--- src/rtl/ah_cam_pkg.sv ---
// Shared definitions for the CAM write issuer: FSM state enum, counter-width
// helper and default geometry constants.
package ah_cam_pkg;

  localparam int AH_CAM_DATAW = 10;
  localparam int AH_CAM_DEPTH = 10;

  typedef enum logic [1:0] {
    INIT    = 2'd0,
    RUN     = 2'd1,
    STARVED = 2'd2
  } ah_camwr_state_e;

  // Bits needed to hold a credit count from 0 up to and including depth.
  function automatic int ah_cnt_w(input int depth);
    return $clog2(depth + 1);
  endfunction

endpackage

--- src/rtl/ah_fifo2.sv ---
// Two-entry synchronous FIFO used as the issuer's input buffer.
// The caller must not push while full or pop while empty.
module ah_fifo2 #(
  parameter int DATAW = 10
) (
  input  logic             clk,
  input  logic             rstn,
  input  logic             push,
  input  logic             pop,
  input  logic [DATAW-1:0] push_data,
  output logic             full,
  output logic             empty,
  output logic [DATAW-1:0] head
);

  logic [DATAW-1:0] mem_q [2];
  logic             wr_ptr_q, wr_ptr_d;
  logic             rd_ptr_q, rd_ptr_d;
  logic [1:0]       cnt_q, cnt_d;

  // Next pointer and occupancy values from this cycle's push/pop.
  always_comb begin
    wr_ptr_d = wr_ptr_q ^ push;
    rd_ptr_d = rd_ptr_q ^ pop;
    cnt_d    = cnt_q;
    if (push && !pop) begin
      cnt_d = cnt_q + 2'd1;
    end else if (!push && pop) begin
      cnt_d = cnt_q - 2'd1;
    end
  end

  // Control state; reset discards any buffered entries.
  always_ff @(posedge clk or negedge rstn) begin
    if (!rstn) begin
      wr_ptr_q <= 1'b0;
      rd_ptr_q <= 1'b0;
      cnt_q    <= 2'd0;
    end else begin
      wr_ptr_q <= wr_ptr_d;
      rd_ptr_q <= rd_ptr_d;
      cnt_q    <= cnt_d;
    end
  end

  // Storage needs no reset: occupancy alone decides what is valid.
  always_ff @(posedge clk) begin
    if (push) begin
      mem_q[wr_ptr_q] <= push_data;
    end
  end

  assign full  = (cnt_q == 2'd2);
  assign empty = (cnt_q == 2'd0);
  assign head  = mem_q[rd_ptr_q];

endmodule

--- src/rtl/ah_cam_wr_issuer.sv ---
// Credit-based write issuer feeding the CAM write port. Buffers up to two
// entries and issues one registered write per cycle while credits remain.
// Optional macro AH_CAMWR_CREDIT_CHECK_EN adds a sticky credit_err output
// flagging credit returns that would exceed CAMDEPTH.
module ah_cam_wr_issuer
  import ah_cam_pkg::*;
#(
  parameter int DATAW    = AH_CAM_DATAW,
  parameter int CAMDEPTH = AH_CAM_DEPTH
) (
  input  logic                             clk,
  input  logic                             rstn,
  input  logic                             in_valid,
  output logic                             in_ready,
  input  logic [DATAW-1:0]                 in_data,
  output logic                             wr_valid,
  output logic [DATAW-1:0]                 wr_data,
  input  logic                             wr_credit,
  output logic [ah_cnt_w(CAMDEPTH)-1:0]    credit_cnt,
  output logic                             idle
`ifdef AH_CAMWR_CREDIT_CHECK_EN
  ,
  output logic                             credit_err
`endif
);

  localparam int              CNTW    = ah_cnt_w(CAMDEPTH);
  localparam logic [CNTW-1:0] DEPTH_C = CNTW'(CAMDEPTH);
  localparam logic [CNTW-1:0] ONE_C   = CNTW'(1);

  ah_camwr_state_e  state_q, state_d;
  logic [CNTW-1:0]  credit_cnt_q, credit_cnt_d;
  logic             wr_valid_q, wr_valid_d;
  logic [DATAW-1:0] wr_data_q, wr_data_d;

  logic             fifo_full;
  logic             fifo_empty;
  logic [DATAW-1:0] fifo_head;
  logic             push;
  logic             pop;

  ah_fifo2 #(
    .DATAW (DATAW)
  ) u_buf (
    .clk       (clk),
    .rstn      (rstn),
    .push      (push),
    .pop       (pop),
    .push_data (in_data),
    .full      (fifo_full),
    .empty     (fifo_empty),
    .head      (fifo_head)
  );

  // in_ready depends only on registered state, never on inputs.
  assign in_ready = !fifo_full && (state_q != INIT);
  assign push     = in_valid && in_ready;
  // Issue uses the registered count, so a credit returned this cycle
  // only becomes usable on the next one.
  assign pop      = !fifo_empty && (credit_cnt_q != '0) && (state_q != INIT);

  // Credit bookkeeping: INIT loads the full pool and ignores returns;
  // afterwards an issue and a return in the same cycle cancel, and a
  // return at the full pool saturates.
  always_comb begin
    credit_cnt_d = credit_cnt_q;
    if (state_q == INIT) begin
      credit_cnt_d = DEPTH_C;
    end else if (pop && !wr_credit) begin
      credit_cnt_d = credit_cnt_q - ONE_C;
    end else if (!pop && wr_credit && (credit_cnt_q != DEPTH_C)) begin
      credit_cnt_d = credit_cnt_q + ONE_C;
    end
  end

  // FSM next state plus the registered write strobe and data.
  always_comb begin
    state_d    = state_q;
    wr_valid_d = pop;
    wr_data_d  = pop ? fifo_head : wr_data_q;
    case (state_q)
      INIT:    state_d = RUN;
      RUN:     if (credit_cnt_d == '0) state_d = STARVED;
      STARVED: if (credit_cnt_d != '0) state_d = RUN;
      default: state_d = INIT;
    endcase
  end

  // Single register block for FSM state, credit counter and write outputs.
  always_ff @(posedge clk or negedge rstn) begin
    if (!rstn) begin
      state_q      <= INIT;
      credit_cnt_q <= '0;
      wr_valid_q   <= 1'b0;
      wr_data_q    <= '0;
    end else begin
      state_q      <= state_d;
      credit_cnt_q <= credit_cnt_d;
      wr_valid_q   <= wr_valid_d;
      wr_data_q    <= wr_data_d;
    end
  end

  assign wr_valid   = wr_valid_q;
  assign wr_data    = wr_data_q;
  assign credit_cnt = credit_cnt_q;
  assign idle       = fifo_empty && (credit_cnt_q == DEPTH_C);

`ifdef AH_CAMWR_CREDIT_CHECK_EN
  logic credit_err_q, credit_err_d;
  logic overflow;

  // A return while the pool is already full and nothing issues is an error.
  assign overflow = wr_credit && !pop && (credit_cnt_q == DEPTH_C) && (state_q != INIT);

  // Sticky error; only reset clears it.
  always_comb begin
    credit_err_d = credit_err_q | overflow;
  end

  // Error flag register.
  always_ff @(posedge clk or negedge rstn) begin
    if (!rstn) begin
      credit_err_q <= 1'b0;
    end else begin
      credit_err_q <= credit_err_d;
    end
  end

  assign credit_err = credit_err_q;
`endif

endmodule

--- config.mk ---
export PLATFORM = sky130hd
export DESIGN_NAME = ah_cam_wr_issuer
export DESIGN_NICKNAME = d
export VERILOG_FILES = /design/src/rtl/ah_cam_pkg.sv /design/src/rtl/ah_fifo2.sv /design/src/rtl/ah_cam_wr_issuer.sv
export SDC_FILE = /design/constraint.sdc
export NUM_CORES = 1
export LEC_CHECK = 0
export CAP_MARGIN = 20
export CELL_PAD_IN_SITES_DETAIL_PLACEMENT = 1
export CELL_PAD_IN_SITES_GLOBAL_PLACEMENT = 1
export CORE_MARGIN = 8
export CORE_UTILIZATION = 43
export DETAILED_ROUTE_END_ITERATION = 8
export DONT_BUFFER_PORTS = 1
export GPL_TIMING_DRIVEN = 0
export HOLD_SLACK_MARGIN = 0.12
export PLACE_DENSITY = 0.66
export SYNTH_ARGS = -nofsm -noshare
export SYNTH_HDL_FRONTEND = slang
export SYNTH_SLANG_ARGS = --single-unit
--- constraint.sdc ---
create_clock -name clk -period 3.1 [get_ports clk]
set_input_delay 0.62 -clock clk [delete_from_list [all_inputs] [get_ports clk]]
set_output_delay 0.62 -clock clk [all_outputs]
set_load 0.005 [all_outputs]
==> results.py <==
metrics = {
    "power_and_ir_drop": {
        "ir_drop_v": 0.000502,
        "powerDensity_nw_per_um2": 1080,
        "p_leak_nw": 0.806,
    },
    "die": {
        "die_y_um": 80.8,
        "dieArea_um2": 6540,
        "rows": 23,
        "core_um2": 4030,
        "fp.dieW_um": 80.8,
        "top_level_ports": 31,
        "start_util_pct": 44.9,
    },
    "setup_path": {
        "rrSetupSlack_ns": 0.23,
        "worstPathRequired_ns": 3.30,
        "crit_path_start_kind": "flip-flop",
        "critPathCaptureType": "flip-flop",
        "crit_fanout": 10,
        "crit_type": "reg -> reg",
        "reg2reg_depth": 11,
        "critPathArrivalTime_ns": 3.07,
    },
    "flow_run": {
        "max_cap_viol_count": 0,
    },
    "logic_synthesis": {
        "synthFlopType": "dfrtp_1",
        "synth.net_count": 160,
        "muxShareOfSynthArea_pct": 6.71,
        "syn_avg_cell_area_um2": 12.9,
        "synthAdderAreaFrac_pct": 4.15,
        "synth_area_leaders": "edfxtp_1 33%, dfrtp_1 29%, mux2i_1 6.1%",
        "synth_area_um2": 1810,
        "synth_xor_area_share_pct": 2.42,
        "synth_top_cell_area_share_pct": 33.2,
        "netlist_instances": 140,
        "ys_seq_elements": 41,
        "yosys.area_share.simple_pct": 12.2,
        "synth-async-reset-ratio_pct": 51.2,
        "post_synth_num_cell_types": 40,
        "ys_seq_area_share_pct": 62.3,
        "ys_warn_count": 0,
        "synth_top_family_by_area": "simple AND/OR/NAND/NOR gates",
        "synth_edf_count": 20,
        "synth_largest_area_cell": "edfxtp_1",
        "synth_compound_area_share_pct": 8.24,
    },
    "sta": {
        "setup_viol": 0,
        "drv_slew": 0,
        "fin_setup_tns_ns": 0,
        "hold_viol": 0,
        "fin_crit_sh_pct": 92.6,
        "slew_headroom_pct": 46.4,
        "worst_pin_slew_ns": 0.805,
        "grt_setup_unrepaired": "no",
        "worst_clock_skew_ns": 0.00614,
        "post-route-min-period_ns": 2.87,
        "clock.fmax_mhz": 348,
    },
    "clock_network": {
        "post_cts_buffers": 0,
        "root_buffer": "clkbuf_8",
        "cts.reportedPaths.clkPinSlew_ns": 0.08,
        "cts_buffer_depth": 2,
        "insertion_delay_ns": 0.28,
        "clock_sinks": 41,
        "cts_tree": "done",
        "cts-buffers-inserted": 5,
        "h-tree-depth": 2,
    },
    "layout": {
        "layout.area.seq_um2": 1130,
        "layout.nets": 169,
        "num_antenna_cells": 0,
        "multi_input_area_um2": 611,
        "layout-drive-gt1-share_pct": 12.0,
        "num-fill-cells": 425,
        "fin_util_pct": 49.7,
        "areaGrowthSynthToFinish_pct": 10.7,
    },
    "placed_design": {
        "place_congestion": 0.793,
        "dp_hpwl_um": 2740,
        "port_buffers": 0,
    },
    "worst_hold_path": {
        "whs_path_depth": 0,
        "worstHoldPathType": "in -> reg",
    },
    "global_routing": {
        "grt_pass1_wl_um": 6160,
        "first_global_vias": 1210,
        "grt_antenna_before_repair": 0,
        "grt_overflow": 0,
        "grt_max_degree": 22,
        "grt_util_all_layers_pct": 12.4,
    },
    "drt": {
        "dr.pass1.iters": 4,
        "antenna_left": 0,
        "drt-wirelength-per-cell_um": 18.7,
        "via_per_inst": 5.43,
        "remaining_drc_errors": 0,
        "drtIter0Drc": 33,
        "wl_um": 3750,
        "vias": 1085,
    },
    "status": {
        "status": "completed",
    },
}
[placed cells by master (no fill, tap or decap), drive strengths merged, types with 2 or more instances in the layout]
master  instances
a21oi          11
a311oi          2
and3            2
buf             4
clkbuf          9
dfrtp          21
edfxtp         20
ha              6
inv             8
mux2i          11
nand2           3
nand2b          2
nand4           2
nor2           18
nor3            2
or2             2
xnor2           2
xor2            3
[registers in the layout, summed over array words and instances, names as in the netlist]
signal          cells
state_q             2
u_buf.mem_q        20
u_buf.rd_ptr_q      1
u_buf.wr_ptr_q      1
u_buf.cnt_q         2
wr_valid            1
wr_data            10
credit_cnt          4
[power breakdown]
group | switching, W | internal [W]
logic | 0.000476 | 0.000351
clock network | 0.000168 | 0.000238
registers | 0.000150 | 0.000786
total | 0.000794 | 0.00137
[cell type report]
class | count | share of cell area [%]
multi-input combinational | 85 | 30.5
inverter | 8 | 1.50
sequential | 41 | 56.2
clock buffer | 6 | 3.62
buffer | 6 | 2.06
tap | 50 | 3.13
clock inverter | 2 | 1.69
timing repair buffer | 2 | 1.25
[synth_stat cells (2+ instances only)]
master and number:
a311oi_1 2, or2_1 2, a21oi_1 11, dfrtp_1 21, inv_1 8, nand2_1 3
xor2_1 3, nand4_1 2, nor3_1 2, clkbuf_1 3, ha_1 6, nor2_1 18
buf_6 2, mux2i_1 11, edfxtp_1 20, xnor2_1 2
[worst paths after layout]
check	from	end
max	credit_cnt[0]$_DFF_PN0_	u_buf.cnt_q[1]$_DFFE_PN0P_
min	in_data[8]	u_buf.mem_q[0][8]$_DFFE_PP_
max reg2reg	credit_cnt[0]$_DFF_PN0_	u_buf.cnt_q[1]$_DFFE_PN0P_
min reg2reg	u_buf.cnt_q[1]$_DFFE_PN0P_	u_buf.cnt_q[1]$_DFFE_PN0P_
max in group asynchronous	rstn	state_q[0]$_DFFE_PN0P_
min in group asynchronous	rstn	wr_data[3]$_DFFE_PN0P_
[logic make-up (layout without fill, tap and decap cells)]
logic type	count (synthesis)	count (layout)
XOR/XNOR	5	5
multiplexers	12	12
flip-flops	41	41
adder cells (fa/ha/maj)	6	6
buffers and inverters	14	24
AO/OA/AOI/OAI	22	22
AND/OR/NAND/NOR	40	40
[timing repair]
| action | in CTS | in global routing |
|---|---|---|
| hold buffers | 1 | 0 |
| hold endpoints to repair | 21 | 0 |
| gates resized for setup | 0 | 0 |
[critical path, cell delays in order (launching register included)]
cell      delay (ns)
dfrtp_1         0.50
inv_1           0.13
ha_1            0.29
nand2b_1        0.12
o21ai_0         0.16
nor2_1          0.34
clkbuf_1        0.48
inv_1           0.11
ha_1            0.23
xor2_1          0.14
nor2_1          0.11
xor2_1          0.17
[metrics by stage]
stage	std cells	setup slack, ns	instance area, um^2	hold WS, ns	power [W]
2_1_floorplan	140	0.628	1810	0.324	0.00154
3_3_place_gp	190	0.323	1870	0.325	0.00171
3_5_place_dp	190	0.159	1870	0.325	0.00178
4_1_cts	199	0.129	1990	0.415	0.00221
5_1_grt	200	0.0369	2000	0.396	0.00234
6_report	200	0.229	2000	0.426	0.00217
[layer usage]
| layer | part of all wire [%] | global-route usage (%) | vias to the layer above |
|---|---|---|---|
| met5 | 0 | 0 | - |
| met1 | 41 | 14.8 | 542 |
| met2 | 51 | 20.4 | 27 |
| met4 | 0.27 | 3.21 | 0 |
| li1 | - | - | 514 |
| met3 | 7.4 | 4.97 | 2 |
(Power assumes the default switching activity.)
==> edit: new RTL, same settings <==
Put one more register stage on the output `credit_cnt`, with the module's reset. The value now appears one clock later. The other outputs are not delayed to match.
--- a/src/rtl/ah_cam_wr_issuer.sv
+++ b/src/rtl/ah_cam_wr_issuer.sv
@@ -103,7 +103,13 @@
 
   assign wr_valid   = wr_valid_q;
   assign wr_data    = wr_data_q;
-  assign credit_cnt = credit_cnt_q;
+  always_ff @(posedge clk or negedge rstn) begin
+    if (!rstn) begin
+      credit_cnt <= '0;
+    end else begin
+      credit_cnt <= credit_cnt_q;
+    end
+  end
   assign idle       = fifo_empty && (credit_cnt_q == DEPTH_C);
 
 `ifdef AH_CAMWR_CREDIT_CHECK_EN
Behaviour: not the same (Yosys sat finds a counterexample within 4 cycles, from zero or initial values and one cycle with rstn low).
==> edit against the original RTL <==
  * Clock skew up 0.0047 ns
  * Routed wire length down 1.7%
  * Area after synthesis up 5.5%
  * Final area up 5.1%
  * Largest power group unchanged
  * Setup slack better by 0.077 ns
  * Sequential cell count up 4
  * Highest routed layer unchanged
  * Total power up 4.4%
  * Cell count up 2.5%
==> edit: results (changes against the original RTL) <==
\begin{tabular}{lr}
\hline
Metric & Value \\
\hline
\multicolumn{2}{l}{\textbf{Run status}} \\
Run status & finished clean (unchanged) \\
\multicolumn{2}{l}{\textbf{Routing}} \\
Routed length per placed instance & 18.0 um (was 18.7 um) \\
Sum of routed wire length over all layers & 3680 um (was 3750 um) \\
First-iteration detailed-routing DRC count & 40 (was 33) \\
\multicolumn{2}{l}{\textbf{Setup path}} \\
Max stage delay on crit path & 0.48 ns (was 0.50 ns) \\
Critical Path Source & credit\_cnt\_q[0]\$\_DFF\_PN0\_ (was credit\_cnt[0]\$\_DFF\_PN0\_) \\
CP Data Arrival Time & 3.00 ns (was 3.07 ns) \\
Reg-to-reg setup timing slack & 0.31 ns (was 0.23 ns) \\
\multicolumn{2}{l}{\textbf{STA}} \\
Slew headroom & 0.525 (was 0.464) \\
Layout Skew & 0.0108 ns (was 0.00614 ns) \\
\multicolumn{2}{l}{\textbf{Synth}} \\
Synthesized netlist net count & 164 (was 160) \\
Synthesized-area fraction occupied by ao, oa, aoi and oai cells & 0.0780 (was 0.0824) \\
Mapped Avg Cell Area & 13.3 um2 (was 12.9 um2) \\
Sequential-to-total area share from yosys stat & 0.643 (was 0.623) \\
Area contributors post-synth & sky130\_fd\_sc\_hd\_\_dfrtp\_1 33\%, sky130\_fd\_sc\_hd\_\_edfxtp\_1 31\%, sky130\_fd\_sc\_hd\_\_mux2i\_1 5.8\% (was sky130\_fd\_sc\_hd\_\_edfxtp\_1 33\%, sky130\_fd\_sc\_hd\_\_dfrtp\_1 29\%, sky130\_fd\_sc\_hd\_\_mux2i\_1 6.1\%) \\
Multiplexer area fraction after synthesis & 0.0636 (was 0.0671) \\
Asr flop ratio synth & 0.556 (was 0.512) \\
Synth Area in XOR/XNOR & 0.0230 (was 0.0242) \\
\multicolumn{2}{l}{\textbf{Cells and area}} \\
Post-layout nets & 172 (was 169) \\
Fillers & 458 (was 425) \\
Ratio of cells with drive above 1 in the final layout & 0.124 (was 0.120) \\
\multicolumn{2}{l}{\textbf{Worst hold path}} \\
Path type of the worst min-delay path & input port to asynchronous set/reset pin (was input port to flop) \\
\multicolumn{2}{l}{\textbf{Placed design}} \\
Final HPWL from detailed placement & 2640 um (was 2740 um) \\
\multicolumn{2}{l}{\textbf{GRT}} \\
Vias in the first global route & 1190 (was 1210) \\
GR Util All Layers & 0.117 (was 0.124) \\
\hline
\end{tabular}
-- edit: changes by cell type in the layout (fill, tap and decap cells not counted), sizes merged --
cell / change
dfrtp: +4
clkinv: -1
dlygate4sd3: -1
inv: +1
-- edit: per-layer routing --
| metal | track usage | wire length [um] | vias to the layer above |
|---|---|---|---|
| met2 | 0.193 | 1840 | 21 |
| met5 | 0 | 0 | - |
| met1 | 0.131 | 1540 | 547 |
| met4 | 0.0552 | 43 | 0 |
| met3 | 0.0455 | 258 | 4 |
| li1 | - | - | 527 |
-- edit: per-stage QoR --
step | worst slack [ns] | power (mW) | hold WS (ns) | instance area, um2
2_1_floorplan | 0.628 | 1.63 | 0.324 | 1910
3_3_place_gp | 0.396 | 1.79 | 0.325 | 1970
3_5_place_dp | 0.239 | 1.85 | 0.325 | 1970
4_1_cts | 0.228 | 2.31 | 0.130 | 2100
5_1_grt | 0.0881 | 2.42 | 0.125 | 2100
6_report | 0.307 | 2.26 | 0.130 | 2100
-- edit: cell type report --
cell class                 instances  area, um2  share of cell area
buffer                             6       41.3              0.0196
clock buffer                       6       72.6              0.0345
clock inverter                     2       38.8              0.0184
inverter                           8       30.0              0.0143
multi-input combinational         85        611               0.290
sequential                        45       1230               0.583
tap                               52       65.1              0.0309
timing repair buffer               1       20.0             0.00951
-- edit: repair_timing --
item	4_1_cts	5_1_grt
setup buffers	0	0
hold buffers	1	0
hold endpoints to repair	25	0
-- edit: report_power, final --
| group | total [mW] | internal, mW | switching (mW) |
|---|---|---|---|
| Clock | 0.434 | 0.243 | 0.191 |
| Combinational | 0.811 | 0.349 | 0.461 |
| Sequential | 1.02 | 0.863 | 0.157 |
